[src/rtl/fork_join_pkg.sv]
// Shared types for the fork/join collector.
//   join_mode_e : join condition selected at session start
//   fjc_state_e : collector FSM state
//   id_w()      : width of a worker id for a given worker count
package fork_join_pkg;

    typedef enum logic [1:0] {
        JOIN_ALL  = 2'd0,
        JOIN_ANY  = 2'd1,
        JOIN_NONE = 2'd2
    } join_mode_e;

    typedef enum logic {
        ST_IDLE = 1'b0,
        ST_WAIT = 1'b1
    } fjc_state_e;

    function automatic int id_w(input int n);
        return (n > 1) ? $clog2(n) : 1;
    endfunction

endpackage

[src/rtl/fjc_order_fifo.sv]
// Completion-order FIFO of {id, data, time}, show-ahead.
// Up to N pushes per cycle (lowest index lands first), one pop per cycle.
// Storage is a shift register: the head always sits in slot 0.
//   push      : per-worker push strobe
//   push_data : per-worker result
//   push_time : completion time shared by every push of this cycle
//   pop       : consume head (ignored when empty)
//   valid     : FIFO non-empty, head_* meaningful
//   head_*    : head entry fields
module fjc_order_fifo #(
    parameter int N      = 4,
    parameter int DATA_W = 32,
    parameter int TIME_W = 16,
    parameter int IDW    = 2
) (
    input  logic                         clk,
    input  logic                         rst_n,
    input  logic [N-1:0]                 push,
    input  logic [N-1:0][DATA_W-1:0]     push_data,
    input  logic [TIME_W-1:0]            push_time,
    input  logic                         pop,
    output logic                         valid,
    output logic [IDW-1:0]               head_id,
    output logic [DATA_W-1:0]            head_data,
    output logic [TIME_W-1:0]            head_time
);

    localparam int CW = $clog2(N + 1);

    typedef struct packed {
        logic [IDW-1:0]    id;
        logic [DATA_W-1:0] data;
        logic [TIME_W-1:0] tm;
    } ent_t;

    ent_t [N-1:0]  mem;
    ent_t [N-1:0]  mem_nxt;
    logic [CW-1:0] count;
    logic [CW-1:0] count_nxt;
    logic          do_pop;
    int            slot;

    always_comb begin
        do_pop  = pop && (count != '0);
        mem_nxt = mem;
        // shift down on pop; slots past the live entries are don't-care
        for (int k = 0; k < N; k++)
            if (do_pop && (k < N - 1))
                mem_nxt[k] = mem[k + 1];
        // append this cycle's completions behind the surviving entries
        slot = int'(count) - (do_pop ? 1 : 0);
        for (int i = 0; i < N; i++) begin
            if (push[i]) begin
                if (slot < N)
                    mem_nxt[slot] = '{id: IDW'(i), data: push_data[i], tm: push_time};
                slot = slot + 1;
            end
        end
        count_nxt = CW'(slot);
    end

    always_ff @(posedge clk or negedge rst_n) begin
        if (!rst_n) begin
            mem   <= '0;
            count <= '0;
        end else begin
            mem   <= mem_nxt;
            count <= count_nxt;
        end
    end

    assign valid     = (count != '0);
    assign head_id   = mem[0].id;
    assign head_data = mem[0].data;
    assign head_time = mem[0].tm;

endmodule

[src/rtl/fork_join_collector.sv]
// Join side of a fork/dispatch unit. Tracks the workers of one session,
// fires join_fire per the latched join mode and streams results out in
// completion order tagged with worker id and session-relative time.
//   start/start_mode/start_mask : open a session (needs idle + empty FIFO)
//   start_err                   : pulse, start rejected
//   done_valid/done_data        : per-worker completion pulse and result
//   busy                        : masked workers still outstanding
//   join_fire                   : one pulse per session
//   first_id                    : first completer of the session
//   res_*                       : show-ahead result stream, pop on valid&ready
//   err_unexpected              : pulse, completion from a non-pending worker
module fork_join_collector
    import fork_join_pkg::*;
#(
    parameter int N_WORKERS = 4,
    parameter int DATA_W    = 32,
    parameter int TIME_W    = 16
) (
    input  logic                          clk,
    input  logic                          rst_n,
    input  logic                          start,
    input  logic [1:0]                    start_mode,
    input  logic [N_WORKERS-1:0]          start_mask,
    output logic                          start_err,
    input  logic [N_WORKERS-1:0]          done_valid,
    input  logic [N_WORKERS*DATA_W-1:0]   done_data,
    output logic                          busy,
    output logic                          join_fire,
    output logic [id_w(N_WORKERS)-1:0]    first_id,
    output logic                          res_valid,
    input  logic                          res_ready,
    output logic [id_w(N_WORKERS)-1:0]    res_id,
    output logic [DATA_W-1:0]             res_data,
    output logic [TIME_W-1:0]             res_time,
    output logic                          err_unexpected
);

    localparam int IDW = id_w(N_WORKERS);

    fjc_state_e                          state;
    join_mode_e                          mode;
    join_mode_e                          start_jm;
    logic [N_WORKERS-1:0]                pending;
    logic [N_WORKERS-1:0]                pending_nxt;
    logic [N_WORKERS-1:0]                hit;
    logic [N_WORKERS-1:0]                unexp;
    logic                                first_seen;
    logic [TIME_W-1:0]                   cnt;
    logic [TIME_W-1:0]                   t_now;
    logic                                accept;
    logic [N_WORKERS-1:0][DATA_W-1:0]    wdata;

    function automatic logic [IDW-1:0] lowest(input logic [N_WORKERS-1:0] v);
        lowest = '0;
        for (int i = N_WORKERS - 1; i >= 0; i--)
            if (v[i]) lowest = IDW'(i);
    endfunction

    // pending is all-zero outside a session, so every pulse in IDLE is unexpected
    assign hit         = done_valid & pending;
    assign unexp       = done_valid & ~pending;
    assign pending_nxt = pending & ~hit;
    // cnt lags the reported time by one: first WAIT cycle reports 1
    assign t_now       = (&cnt) ? cnt : cnt + 1'b1;
    assign accept      = start && (state == ST_IDLE) && !res_valid;
    assign start_jm    = (start_mode == 2'd3) ? JOIN_ALL : join_mode_e'(start_mode);
    assign wdata       = done_data;

    always_ff @(posedge clk or negedge rst_n) begin
        if (!rst_n) begin
            state          <= ST_IDLE;
            mode           <= JOIN_ALL;
            pending        <= '0;
            first_seen     <= 1'b0;
            first_id       <= '0;
            cnt            <= '0;
            busy           <= 1'b0;
            join_fire      <= 1'b0;
            start_err      <= 1'b0;
            err_unexpected <= 1'b0;
        end else begin
            join_fire      <= 1'b0;
            start_err      <= start && !accept;
            err_unexpected <= |unexp;
            case (state)
                ST_IDLE: begin
                    if (accept) begin
                        pending    <= start_mask;
                        mode       <= start_jm;
                        cnt        <= '0;
                        first_seen <= 1'b0;
                        first_id   <= '0;
                        if (start_mask != '0) begin
                            state <= ST_WAIT;
                            busy  <= 1'b1;
                            if (start_jm == JOIN_NONE) join_fire <= 1'b1;
                        end else begin
                            // empty session joins immediately in every mode
                            join_fire <= 1'b1;
                        end
                    end
                end
                ST_WAIT: begin
                    cnt     <= t_now;
                    pending <= pending_nxt;
                    if ((hit != '0) && !first_seen) begin
                        first_seen <= 1'b1;
                        first_id   <= lowest(hit);
                        if (mode == JOIN_ANY) join_fire <= 1'b1;
                    end
                    if (pending_nxt == '0) begin
                        state <= ST_IDLE;
                        busy  <= 1'b0;
                        if (mode == JOIN_ALL) join_fire <= 1'b1;
                    end
                end
                default: state <= ST_IDLE;
            endcase
        end
    end

    fjc_order_fifo #(
        .N      (N_WORKERS),
        .DATA_W (DATA_W),
        .TIME_W (TIME_W),
        .IDW    (IDW)
    ) u_fifo (
        .clk       (clk),
        .rst_n     (rst_n),
        .push      (hit & {N_WORKERS{state == ST_WAIT}}),
        .push_data (wdata),
        .push_time (t_now),
        .pop       (res_ready),
        .valid     (res_valid),
        .head_id   (res_id),
        .head_data (res_data),
        .head_time (res_time)
    );

endmodule

[config.mk]
export PLATFORM = sky130hd
export DESIGN_NAME = fork_join_collector
export DESIGN_NICKNAME = d
export VERILOG_FILES = /design/src/rtl/fork_join_pkg.sv /design/src/rtl/fjc_order_fifo.sv /design/src/rtl/fork_join_collector.sv
export SDC_FILE = /design/constraint.sdc
export NUM_CORES = 1
export LEC_CHECK = 0
export ABC_AREA = 1
export BUFFER_PORTS_ARGS = -buffer_cell sky130_fd_sc_hd__clkbuf_2
export CAP_MARGIN = 20
export CORE_MARGIN = 2
export CORE_UTILIZATION = 45
export DETAILED_ROUTE_END_ITERATION = 10
export SYNTH_ARGS = -nofsm -noshare
export SYNTH_HDL_FRONTEND = slang
export SYNTH_SLANG_ARGS = --single-unit
[constraint.sdc]
create_clock -name clk -period 4.35 [get_ports clk]
set_clock_uncertainty 0.05 [all_clocks]
set_input_delay 0.6525 -clock clk [delete_from_list [all_inputs] [get_ports clk]]
set_output_delay 0.6525 -clock clk [all_outputs]
set_load 0.005 [all_outputs]
==> results.sh <==
export IMPL_p_switching_w=0.00445
export IMPL_setup_viol=0
export IMPL_syn_area_sq_mm=0.0169
export IMPL_switching_share=0.415
export IMPL_comb_power_share=0.453
export IMPL_clock_latency_ps=560
export IMPL_row_count=71
export IMPL_period_share=0.925
export IMPL_critical_path_arrival_ps=4460
export IMPL_wire_per_inst_microns=19.2
export IMPL_p_per_area_mw_per_mm2=562
export IMPL_synth_nets=2773
export IMPL_run_status="completed"
export IMPL_syn2layout_area_growth_pct=12.6
export IMPL_min_period_ps=4020
export IMPL_routed_wl_mm=60.7
export IMPL_p_int_w=0.00627
export IMPL_htreeDepth=1
export IMPL_io_pin_count=199
export IMPL_crit_type="reg2reg"
export IMPL_cts_resized=0
export IMPL_final_cell_mix="nand2_1, o21ai_0, nand3_1, dfrtp_1, inv_1"
export IMPL_synthCells=2612
export IMPL_place_gp_congestion=0.872
export IMPL_cp_start_kind="flip-flop"
export IMPL_fmax_ghz=0.249
export IMPL_cts_tree="yes"
export IMPL_p_leak_nw=10.2
export IMPL_clk_root_buffer_cell="clkbuf_16"
export IMPL_cts_hold_fix_buffers=0
export IMPL_slew_violations=0
export IMPL_worstMarginPinSlew_ps=912
export IMPL_numCtsBuffers=29
export IMPL_layout_setup_ws_ps=326
export IMPL_synth_area_per_cell_sq_um=6.48
export IMPL_grt_pass1_vias=17300
export IMPL_seqPwrFrac=0.330
export IMPL_critPathMaxStageDelay_ps=410
export IMPL_port_buffers=198
export IMPL_nets=2826
export IMPL_maxCapViolCount=0
export IMPL_postRouteAntennaNets=0
export IMPL_layout_commonest_cell="nand2_1"
export IMPL_ys_warn_count=0
export IMPL_vias=18100
export IMPL_drt_iter0_drc=1838
export IMPL_crit_family="simple AND/OR/NAND/NOR gates"
export IMPL_synth_cell_types=41
export IMPL_cp_cell_sequence="inv_1, nand2_1, nand3_1, inv_1, ha_1, inv_1, ha_1, inv_1, nand2_1, nand2_1, ha_1, or2_2, nand2_1, inv_1, ha_1, inv_1, nor2_1, xnor2_1, nor2_4, nand4_4, buf_4, nand4_1, nand2_1"
export IMPL_grt_usage=0.308
export IMPL_setup_tns_ps=0
export IMPL_fin_util=0.511
export IMPL_first_pass_iters=6
export IMPL_worst_path_max_delay_cell="buf_4"
export IMPL_postCtsSetupBuffers=0
export IMPL_grt_overflow_total=0
export IMPL_hpwl_mm=38.2
export IMPL_clkTransAtPathRegs_ps=60
export IMPL_remaining_drc_errors=0
export IMPL_placement_setup_worst_slack_ps=-174
export IMPL_timing_slew_headroom=0.386
export IMPL_die_w_microns=198
export IMPL_die_height_microns=198
export IMPL_synth_top_flop_cell="dfrtp_1"
export IMPL_cts_buffer_depth=3
export IMPL_hold_path_class="in2async"
export IMPL_crit_path_max_fanout=26
export IMPL_grt_max_degree=103
export IMPL_synth_edff_count=0
export IMPL_path_common_cell="inv_1"
export IMPL_num_fill_cells=3793
export IMPL_cts_sinks=233
export IMPL_core_area_sq_mm=0.0373
export IMPL_grt_antenna_before_repair=3
export IMPL_cp_buffers_inverters=7
export IMPL_ir_worst_vdd_v=0.000441
export IMPL_avgViaCountPerCell=5.73
export IMPL_async_reset_ff_frac=1.00
export IMPL_power_frac_clock=0.217
export IMPL_grt_pass1_wl_mm=95.4
export IMPL_drive_gt1_frac=0.141
export IMPL_ys_ff_latch=233
export IMPL_initial_core_util=0.454
export IMPL_dieArea_sq_mm=0.0392
export IMPL_cp_required_ps=4790
export IMPL_seq_area_frac_synth=0.344
export IMPL_endpoint_kind="flip-flop"
export IMPL_hold_viol_final=0
## power groups by stage
stage	clock network, W	registers [W]	logic [W]
6_report	0.00232	0.00354	0.00486
3_3_place_gp	0	0.00355	0.00471
4_1_cts	0.00236	0.00353	0.00481
2_1_floorplan	0	0.00339	0.00364
5_1_grt	0.00245	0.00363	0.00554
3_5_place_dp	0	0.00356	0.00479
## logic make-up after synthesis
group | share of synthesized area
buffers and inverters | 0.124
AOI/OAI and AO/OA | 0.138
adders and majority gates | 0.0140
and+or+nand+nor | 0.361
DFF | 0.344
xor gates and xnor gates | 0.00673
muxes | 0.0126
## worst paths after layout
check	to	start	cells past startpoint	slack [ps]
max in group asynchronous	cnt[8]$_DFFE_PN0P_	rst_n	2	3140
worst min register to register	first_id[0]$_DFFE_PN0P_	first_id[0]$_DFFE_PN0P_	2	460
min in group clk	start_err$_DFF_PN0_	start	3	280
worst max-delay path	u_fifo.mem[164]$_DFF_PN0_	u_fifo.count[2]$_DFF_PN0_	23	330
worst min-delay path	u_fifo.head_data[10]$_DFF_PN0_	rst_n	1	60
worst max register to register	u_fifo.mem[164]$_DFF_PN0_	u_fifo.count[2]$_DFF_PN0_	23	330
## cell usage after synthesis (all sizes together) (6+ instances only)
cell type / n / area [sq um]
a21oi: 54 / 270
a22oi: 32 / 240
a31oi: 33 / 206
buf: 148 / 856
clkbuf: 97 / 367
dfrtp: 233 / 5830
ha: 19 / 238
inv: 230 / 866
mux2: 18 / 203
nand2: 860 / 3240
nand3: 291 / 1500
nand4: 115 / 753
nor2: 139 / 539
o211ai: 6 / 45.0
o21ai: 302 / 1510
o22ai: 6 / 37.5
xor2: 12 / 105
## per-layer routing
layer	vias up	routed length, microns	GRT usage
met1	8550	25400	0.403
li1	8620	-	-
met4	4	1900	0.107
met2	812	28500	0.523
met3	140	4860	0.0400
met5	-	27	0
## registers in the layout, indices dropped and copies added, names as in the netlist, 2 cells and up
register          cells
u_fifo.mem          150
pending               4
mode                  2
u_fifo.head_data     32
u_fifo.count          3
cnt                  16
first_id              2
u_fifo.head_time     16
u_fifo.head_id        2
## final cells by class
cell class	count	area, sq um	share of cell area
multi-input cells	1903	9110	0.478
flip-flops and latches	233	5830	0.306
repair buffers	267	1760	0.0925
inverters	231	870	0.0456
clock buffers	48	867	0.0455
well taps	474	593	0.0311
clock inverters	4	22.5	0.00118
diodes	2	5.00	0.000263
## metrics by stage
stage	total power [W]	hold WS, ps	cells	instance area [sq um]
floorplan	0.00702	307	2612	16900
global placement	0.00826	451	3108	18100
detailed placement	0.00835	453	3108	18100
CTS	0.0107	142	3160	19000
global route	0.0116	152	3161	19100
finish	0.0107	60.4	3162	19100
(Power assumes the default switching activity.)
